--- config.mk ---
export PLATFORM = sky130hd
export DESIGN_NAME = keypad_mov
export DESIGN_NICKNAME = d
export VERILOG_FILES = /design/src/rtl/keypad_pkg.sv /design/src/rtl/key_debounce.sv /design/src/rtl/keypad_mov.sv
export SDC_FILE = /design/constraint.sdc
export NUM_CORES = 1
export LEC_CHECK = 0
export CAP_MARGIN = 20
export CORE_AREA = 8 8 111 113
export DETAILED_ROUTE_END_ITERATION = 16
export DIE_AREA = 0 0 119 121
export HOLD_SLACK_MARGIN = 0.1
export PLACE_DENSITY = 0.89
export SLEW_MARGIN = 10
export SYNTH_ARGS = -nofsm -noshare
export SYNTH_HDL_FRONTEND = slang
export SYNTH_SLANG_ARGS = --single-unit
export TNS_END_PERCENT = 50
--- constraint.sdc ---
create_clock -name sys_clk -period 3.77 [get_ports sys_clk]
set_input_delay 0.5655 -clock sys_clk [delete_from_list [all_inputs] [get_ports sys_clk]]
set_output_delay 0.5655 -clock sys_clk [all_outputs]
set_load 0.05 [all_outputs]
--- src/rtl/keypad_pkg.sv ---
// ============================================================================
// Module : keypad_pkg
// Brief  : Shared direction bit indices, direction key codes and helpers
//          for the 4x4 keypad motion front end.
// Rev    : 1.0 - initial release
// ============================================================================
`default_nettype none

package keypad_pkg;

  localparam int MOV_U = 3;
  localparam int MOV_D = 2;
  localparam int MOV_L = 1;
  localparam int MOV_R = 0;

  localparam logic [3:0] KEY_UP    = 4'd1;
  localparam logic [3:0] KEY_LEFT  = 4'd4;
  localparam logic [3:0] KEY_RIGHT = 4'd6;
  localparam logic [3:0] KEY_DOWN  = 4'd9;

  // Index of the lowest set bit; 0 when nothing is set.
  function automatic logic [3:0] first_set(input logic [15:0] vec);
    logic [3:0] idx;
    idx = 4'd0;
    for (int i = 15; i >= 0; i--) begin
      if (vec[i]) idx = 4'(i);
    end
    return idx;
  endfunction

endpackage

`default_nettype wire

--- src/rtl/key_debounce.sv ---
// ============================================================================
// Module : key_debounce
// Brief  : Frame-rate debouncer for one key; stable toggles after
//          DEBOUNCE_FRAMES consecutive disagreeing frame samples.
// Rev    : 1.0 - initial release
// ============================================================================
`default_nettype none

module key_debounce #(
  parameter int DEBOUNCE_FRAMES = 8
) (
  input  logic sys_clk,
  input  logic sys_rst_n,
  input  logic frame_tick,
  input  logic raw,
  output logic stable,
  output logic rise
);

  localparam logic [3:0] c_frames = 4'(DEBOUNCE_FRAMES);

  logic [3:0] r_cnt;
  logic       r_stable;
  logic [3:0] w_cnt_nxt;
  logic       w_toggle;

  assign w_cnt_nxt = r_cnt + 4'd1;
  assign w_toggle  = frame_tick && (raw != r_stable) && (w_cnt_nxt == c_frames);

  always_ff @(posedge sys_clk or negedge sys_rst_n) begin
    if (!sys_rst_n) begin
      r_cnt    <= 4'd0;
      r_stable <= 1'b0;
    end else if (frame_tick) begin
      if (raw == r_stable) begin
        r_cnt <= 4'd0;
      end else if (w_toggle) begin
        r_stable <= ~r_stable;
        r_cnt    <= 4'd0;
      end else begin
        r_cnt <= w_cnt_nxt;
      end
    end
  end

  assign stable = r_stable;
  assign rise   = w_toggle && !r_stable;

endmodule

`default_nettype wire

--- src/rtl/keypad_mov.sv ---
// ============================================================================
// Module : keypad_mov
// Brief  : 4x4 keypad column scanner with per-key debounce, direction
//          levels for the motion stage and a new-key-press event.
// Rev    : 1.0 - initial release
// ============================================================================
`default_nettype none

module keypad_mov
  import keypad_pkg::*;
#(
  parameter int SCAN_DIV        = 50000,
  parameter int DEBOUNCE_FRAMES = 8
) (
  input  logic       sys_clk,
  input  logic       sys_rst_n,
  input  logic [3:0] row_n,
  output logic [3:0] col_n,
  output logic [3:0] mov,
  output logic       key_valid,
  output logic [3:0] key_code
);

  localparam int                 c_cnt_w = (SCAN_DIV > 1) ? $clog2(SCAN_DIV) : 1;
  localparam logic [c_cnt_w-1:0] c_term  = c_cnt_w'(SCAN_DIV - 1);

  logic [3:0]         r_row_meta;
  logic [3:0]         r_row_sync;
  logic [c_cnt_w-1:0] r_cnt;
  logic [1:0]         r_col;
  logic [15:0]        r_raw;
  logic [3:0]         r_mov;
  logic               r_key_valid;
  logic [3:0]         r_key_code;

  logic               w_term;
  logic               w_frame_tick;
  logic [15:0]        w_raw_nxt;
  logic [15:0]        w_stable;
  logic [15:0]        w_rise;
  logic [3:0]         w_mov_nxt;

  assign w_term       = (r_cnt == c_term);
  assign w_frame_tick = w_term && (r_col == 2'd3);

  // Only the four keys of the active column are refreshed; 1 = pressed.
  always_comb begin
    w_raw_nxt = r_raw;
    for (int r = 0; r < 4; r++) begin
      w_raw_nxt[{2'(r), r_col}] = ~r_row_sync[r];
    end
  end

  always_ff @(posedge sys_clk or negedge sys_rst_n) begin
    if (!sys_rst_n) begin
      r_row_meta <= 4'hF;
      r_row_sync <= 4'hF;
      r_cnt      <= '0;
      r_col      <= 2'd0;
      r_raw      <= 16'd0;
    end else begin
      r_row_meta <= row_n;
      r_row_sync <= r_row_meta;
      if (w_term) begin
        r_cnt <= '0;
        r_col <= r_col + 2'd1;
        r_raw <= w_raw_nxt;
      end else begin
        r_cnt <= r_cnt + c_cnt_w'(1);
      end
    end
  end

  generate
    for (genvar k = 0; k < 16; k++) begin : g_key
      key_debounce #(
        .DEBOUNCE_FRAMES(DEBOUNCE_FRAMES)
      ) u_key_debounce (
        .sys_clk   (sys_clk),
        .sys_rst_n (sys_rst_n),
        .frame_tick(w_frame_tick),
        .raw       (r_raw[k]),
        .stable    (w_stable[k]),
        .rise      (w_rise[k])
      );
    end
  endgenerate

  // Opposing directions cancel so the motion stage never sees a conflict.
  always_comb begin
    w_mov_nxt        = 4'd0;
    w_mov_nxt[MOV_U] = w_stable[KEY_UP]    & ~w_stable[KEY_DOWN];
    w_mov_nxt[MOV_D] = w_stable[KEY_DOWN]  & ~w_stable[KEY_UP];
    w_mov_nxt[MOV_L] = w_stable[KEY_LEFT]  & ~w_stable[KEY_RIGHT];
    w_mov_nxt[MOV_R] = w_stable[KEY_RIGHT] & ~w_stable[KEY_LEFT];
  end

  always_ff @(posedge sys_clk or negedge sys_rst_n) begin
    if (!sys_rst_n) begin
      r_mov       <= 4'd0;
      r_key_valid <= 1'b0;
      r_key_code  <= 4'd0;
    end else begin
      r_mov       <= w_mov_nxt;
      r_key_valid <= |w_rise;
      if (|w_rise) r_key_code <= first_set(w_rise);
    end
  end

  assign col_n     = ~(4'b0001 << r_col);
  assign mov       = r_mov;
  assign key_valid = r_key_valid;
  assign key_code  = r_key_code;

endmodule

`default_nettype wire

### Word-level counts from Yosys, hierarchy flattened

Index checks and enable logic that the tools add are counted.

* bits in registers: 131
* latch bits: 0
* bits in writable memories: 0
* memory bits (read-only): 0
* bits of input ports: 6
* logic and storage cells: 305
* memories kept: 0

* add/sub/neg operators: 18
* multiply operators: 0
* div/mod/pow operators: 0
* magnitude comparators: 8
* eq/ne operators: 50
* shifts and indexed selects: 1
* muxes and demuxes: 61
* bitwise logic cells: 41
* reduce and logical (&&, ||, !) cells: 86

Operators with widths (number)
* 4-bit two-way mux: 48
* 4-bit by 1-bit adder with 4-bit output, second input constant: 16
* 16-bit bitwise mux: 4
* 4-bit equality test, second input constant: 16
* 1-bit logical AND: 53
* 3-bit AND reduction: 16
* 1-bit inverter: 36
* 16-bit by 1-bit adder with 16-bit output, second input constant: 1
* 1-bit equality test: 16
* 16-bit equality test, second input constant: 1
* 1-bit logical NOT: 16
* 16-bit two-way mux: 1
* 1-bit != test: 16
* 16-bit OR reduction: 1
* 4-bit by 5-bit < comparator with 1-bit output, second input constant: 2
* 1-bit demux with 2-bit select: 4
* 4-bit by 1-bit greater-or-equal comparator with 1-bit output, second input constant: 2
* 2-bit by 5-bit < comparator with 1-bit output, second input constant: 1
* 3-bit by 5-bit < comparator with 1-bit output, second input constant: 1
* 1-bit AND: 4
* 1-bit two-way mux: 4
* 4-bit inverter: 1
* 1-bit by 2-bit left shift with 4-bit output, first input constant: 1
* 3-bit by 1-bit greater-or-equal comparator with 1-bit output, second input constant: 1
* 3 further kinds: 3

### Longest topological paths before layout

* word-level depth: 21
* depth in mapped cells: 8
* mapped depth without buffers: 8

### By module

Synthesis repeated with hierarchy kept, for this count alone.

* cell total of the unflattened synthesis: 687
* area, all modules: 7200.7 sq um

Modules (own cells, without submodules)
* key_debounce: times used 16, cells each 31, area an instance 314.1 sq um
* keypad_mov: times used 1, cells each 191, area an instance 2175.8 sq um

### Worst setup path after synthesis

No wires, ideal clock.

* path type: register to register
* start: register r_cnt[7]
* end: register g_key[9].u_key_debounce.r_stable
* setup time: 0.125 ns
* arrival: 2.008 ns
* slack: 1.637 ns
* cell stages (with the launch flop): 7
* cell sequence: dfrtp_1 -> nor4b_2 -> nand4_2 -> or3_2 -> buf_2 -> nor2_1 -> mux2_2

* word-level cells in the longest chain between the ends: 5

Ends and longest elaborated chain
* from (decl): line keypad_mov.sv:29 `logic [c_cnt_w-1:0] r_cnt;`
* from (signal assigned): line keypad_mov.sv:69 `r_cnt <= r_cnt + c_cnt_w'(1);`
* 16-bit equality test (*): line keypad_mov.sv:43 `assign w_term = (r_cnt == c_term);`
* 1-bit logical AND (*): line keypad_mov.sv:44 `assign w_frame_tick = w_term && (r_col == 2'd3);`
* 1-bit logical AND (2 in series): line key_debounce.sv:28 `assign w_toggle = frame_tick && (raw != r_stable) && (w_cnt_nxt == c_frames);`
* 3-bit AND reduction (no source line) (*)
* to (signal assigned): line key_debounce.sv:38 `r_stable <= ~r_stable;`
* to (decl): line key_debounce.sv:23 `logic r_stable;`

Mark *: on every way between the ends. The rest lies on a longest branch, timed or not.
A chain may end at the register's enable or synchronous reset.

### Final worst setup path

* start: register r_cnt[7]
* end: register r_key_code[1], in the netlist key_code[1]

* word-level cells in the longest chain between the ends: 21
* elaborated cells on any way between the ends: 67
* classes of those cells: eq/ne (1); mux (16); reduce/logical (50)

Ends and longest elaborated chain
* 16-bit equality test (*): line keypad_mov.sv:43
* 1-bit logical AND (*): line keypad_mov.sv:44
* 1-bit logical AND (2 in series): line key_debounce.sv:28
* 1-bit logical AND: line key_debounce.sv:47 `assign rise = w_toggle && !r_stable;`
* 4-bit two-way mux (16 in series): line keypad_pkg.sv:26 `if (vec[i]) idx = 4'(i);`
* to (signal assigned): line keypad_mov.sv:106 `if (|w_rise) r_key_code <= first_set(w_rise);`
* to (decl): line keypad_mov.sv:34 `logic [3:0] r_key_code;`

Marked as above.

==> results.py <==
metrics = {
    "run_status": {
        "outcome": "finished clean",
    },
    "cells_and_area": {
        "final_common_cell": "dfrtp_1",
        "final_layout_size_suffix_gt1_share_pct": 8.81,
        "num-fill-cells": 703,
        "finalInstanceArea_sq_um": 7620,
        "area_delta_synth_final_pct": 12.3,
        "final_cell_mix": "123 x dfrtp_1, 98 x nand2_1, 63 x o21ai_0, 50 x nand3_1, 41 x nor2_1",
        "diodes": 0,
        "nNetsFinal": 756,
    },
    "power": {
        "p_int_w": 0.00234,
        "worst_ir_drop_vdd_mv": 0.320,
        "p_clk_share_pct": 50.9,
        "pwr-share-comb_pct": 1.1,
        "p_leak_nw": 3.53,
        "portion_of_total_power_attributed_to_sequential_cells_pct": 48.0,
        "power_density_of_the_placed_cells_nw_per_um2": 388,
        "switching_share_pct": 20.8,
        "power_switching_w": 0.000614,
    },
    "clock_network": {
        "postCtsHoldBufs": 0,
        "numCtsBuffers": 17,
        "clk_pin_slew_ns": 0.06,
        "cts_tree": "built",
        "clock_latency_ns": 0.54,
        "postCtsSetupBuffers": 0,
        "clock_tree.htree_level_count": 4,
        "cts_buffer_depth": 2,
        "cts_repair_resize_count": 0,
        "cts.sink_count": 131,
        "cts_root_buf": "clkbuf_8",
    },
    "synth": {
        "arithmetic_cell_share_of_the_synthesized_area_counting_full_adders_half_adders_and_majority_gates_pct": 4.61,
        "yosysWarnings": 0,
        "synth-async-reset-ratio_pct": 100,
        "yosysTopAreaCell": "dfrtp_1",
        "synth_top_family_by_area": "simple AND/OR/NAND/NOR gates",
        "simple_gate_share_of_the_synthesized_area_pct": 20.4,
        "yosys-top-cells-area": "dfrtp_1 45%, nand2_1 5.4%, o21ai_0 4.6%",
        "post_synth_mux_area_share_pct": 2.93,
        "post_synth_xor_area_fraction_pct": 4.64,
        "yosysUniqueCellTypes": 59,
        "synth_fp_nets": 731,
        "ys_seq_area_share_pct": 48.4,
        "yosys.area.top_type_share_pct": 45.3,
        "syn_avg_cell_area_sq_um": 9.70,
        "area_of_the_mapped_netlist_sq_um": 6790,
        "postSynthCellCount": 700,
        "synth-compound-area-share_pct": 16.0,
        "synth_enable_flop_cells": 0,
        "postSynthRegisterBits": 131,
        "postSynth.topFlopCell": "dfrtp_1",
    },
    "worst_setup_path": {
        "worst_r2r_endpoint": "key_code[1]",
        "critical_path.max_fanout": 75,
        "regToRegSetupSlack_ns": 1.06,
        "timing_worst_setup_path_type": "flip-flop to flip-flop",
        "crit_path_start_kind": "flip-flop",
        "critical_path_arrival_ns": 3.13,
        "setup.worst_path.end_class": "flip-flop",
        "r2r.worst_path.cells": 7,
        "worst_r2r_startpoint": "r_cnt[7]",
        "worst-endpoint-required_ns": 4.20,
    },
    "timing": {
        "timing_worst_slew_pin_value_ns": 0.783,
        "setup_viol_count_final": 0,
        "peak_freq_mhz": 370,
        "maxSlewViolCount": 0,
        "timing.final.crit_period_ns": 2.71,
        "number_of_hold_slack_violations_in_the_final_timing_report": 0,
        "fin_crit_sh_pct": 71.8,
        "rsz0062_at_grt": "no",
        "slew_headroom_pct": 47.8,
        "setup_total_negative_slack_ns": 0,
        "final.setup_skew_ns": 0.0102,
    },
    "floorplan": {
        "design.core.area_sq_um": 10600,
        "placementRows": 38,
        "floorplan.die_area_sq_um": 14400,
        "dieHeight_um": 121,
        "die_x_um": 119,
        "floorplan.initialDensity_pct": 64.0,
        "io_pins": 19,
    },
    "grt": {
        "gr-usage-met1_pct": 25.2,
        "grt_util_met3_pct": 4.75,
        "first_pass_grt_wire_length_mm": 25.3,
        "global_route.usage.total_pct": 21.5,
        "globalRouteOverflowTotal": 0,
        "grt_use_met2_pct": 36.5,
        "grt_antenna_before_repair": 0,
        "grt-busiest-layer": "met2",
        "maximum_number_of_pins_on_one_net_before_global_route_repair": 76,
        "vias_in_the_first_global_route": 5429,
    },
    "min_path": {
        "worst_hold_path_type": "input port to async pin",
    },
    "drt": {
        "initialDrtViolationCount": 430,
        "drt_pre_antenna_iters": 5,
        "routed_wl_mm": 14.8,
        "vias_per_cell": 6.25,
        "route.vias.total": 5487,
        "antenna_violating_nets_post_route": 0,
        "drc_markers": 0,
        "detail_route.wl_per_cell_um": 16.8,
    },
    "placement": {
        "dp.final_hpwl_mm": 9.54,
        "numPortBuffers": 18,
        "globalplace.congestion": 0.798,
        "place_area_sq_um": 7090,
    },
    "flow_run": {
        "cap_viol_max_count": 0,
    },
}
-- registers in the layout, summed over array words and instances (netlist names) --
signal	count
r_row_meta	4
g_key.u_key_debounce.r_cnt	64
r_col	2
key_code	4
r_cnt	16
mov	4
key_valid	1
g_key.u_key_debounce.stable	16
r_row_sync	4
r_raw	16
-- per-layer routing --
| layer | vias up | wire length (um) |
|---|---|---|
| met5 | - | 0 |
| met4 | 0 | 429 |
| met3 | 41 | 732 |
| met2 | 183 | 7380 |
| met1 | 2713 | 6220 |
| li1 | 2550 | - |
-- stage by stage --
| stage | cells | worst slack (ns) | total power (W) | hold slack (ns) | util, % |
|---|---|---|---|---|---|
| finish | 878 | 1.06 | 0.00296 | 0.0831 | 71.9 |
| floorplan | 700 | 1.64 | 0.00144 | 0.270 | - |
| detailed placement | 846 | 1.12 | 0.00148 | 0.347 | 66.9 |
| CTS | 878 | 1.05 | 0.00297 | 0.111 | 71.9 |
| global placement | 846 | 1.18 | 0.00148 | 0.346 | 66.9 |
| global route | 878 | 0.878 | 0.00304 | 0.150 | 71.9 |
-- logic make-up after synthesis --
kind of cell | after synthesis
adders and majority gates | 25
and+or+nand+nor | 275
AOI/OAI and AO/OA | 172
xor gates and xnor gates | 36
buffers and inverters | 43
DFF | 131
muxes | 18
-- power groups by stage --
stage / sequential, W / combinational, W / clock, W
6_report: 0.00142 / 0.0000334 / 0.00150
3_3_place_gp: 0.00144 / 0.0000342 / 0
4_1_cts: 0.00142 / 0.0000356 / 0.00152
3_5_place_dp: 0.00144 / 0.0000357 / 0
2_1_floorplan: 0.00144 / 0.000000140 / 0
5_1_grt: 0.00142 / 0.0000397 / 0.00158
-- final cells by class --
type	count	area (sq um)	share of cell area [%]
Sequential cell	131	3290	43.1
Tap cell	140	175	2.30
Clock inverter	6	55.1	0.722
Clock buffer	26	478	6.27
Multi-Input combinational cell	526	3310	43.4
Inverter	24	90.1	1.18
Timing Repair Buffer	25	230	3.02
-- critical path, stage by stage, from the launching register on --
cell and delay [ns]:
dfrtp_1 0.43, nor4b_2 0.35, nand4_2 0.25, or3_4 0.73, nor3_1 0.27, nor3_1 0.06
a211o_1 0.30, a21o_1 0.15
-- cells in the mapped netlist (all sizes together), types with 2 or more instances --
| cell | number |
|---|---|
| nand3 | 50 |
| a21o | 2 |
| o32ai | 2 |
| nand4b | 4 |
| nor2b | 13 |
| a22o | 10 |
| buf | 15 |
| nor2 | 41 |
| nand2 | 98 |
| o21ai | 69 |
| nand3b | 8 |
| o22ai | 7 |
| a21boi | 10 |
| o211a | 2 |
| xnor2 | 9 |
| a21bo | 2 |
| inv | 24 |
| a211o | 2 |
| mux2i | 6 |
| a2111oi | 2 |
| dfrtp | 123 |
| nand2b | 18 |
| nor4 | 3 |
| nor3 | 8 |
| o32a | 2 |
| and3b | 10 |
| o41ai | 7 |
| or3 | 4 |
| a31oi | 6 |
| o31ai | 3 |
| a21oi | 29 |
| clkbuf | 4 |
| or3b | 2 |
| o211ai | 12 |
| and3 | 2 |
| or2b | 2 |
| ha | 25 |
| dfstp | 8 |
| nand4 | 9 |
| mux2 | 12 |
| xor2 | 27 |
-- worst max-delay path by stage --
stage             start                              to  slack [ns]  depth (start not counted)
3_3_place_gp   r_cnt[7]                     key_code[1]        1.18                          7
3_5_place_dp   r_cnt[7]                     key_code[1]        1.12                          7
6_report       r_cnt[7]                     key_code[1]        1.06                          7
4_1_cts        r_col[0]                        col_n[0]        1.05                          4
5_1_grt        r_cnt[7]                     key_code[1]        0.88                          7
2_1_floorplan  r_cnt[7]  g_key[9].u_key_debounce.stable        1.64                          6
No activity file was read; power rests on OpenSTA's default activity.
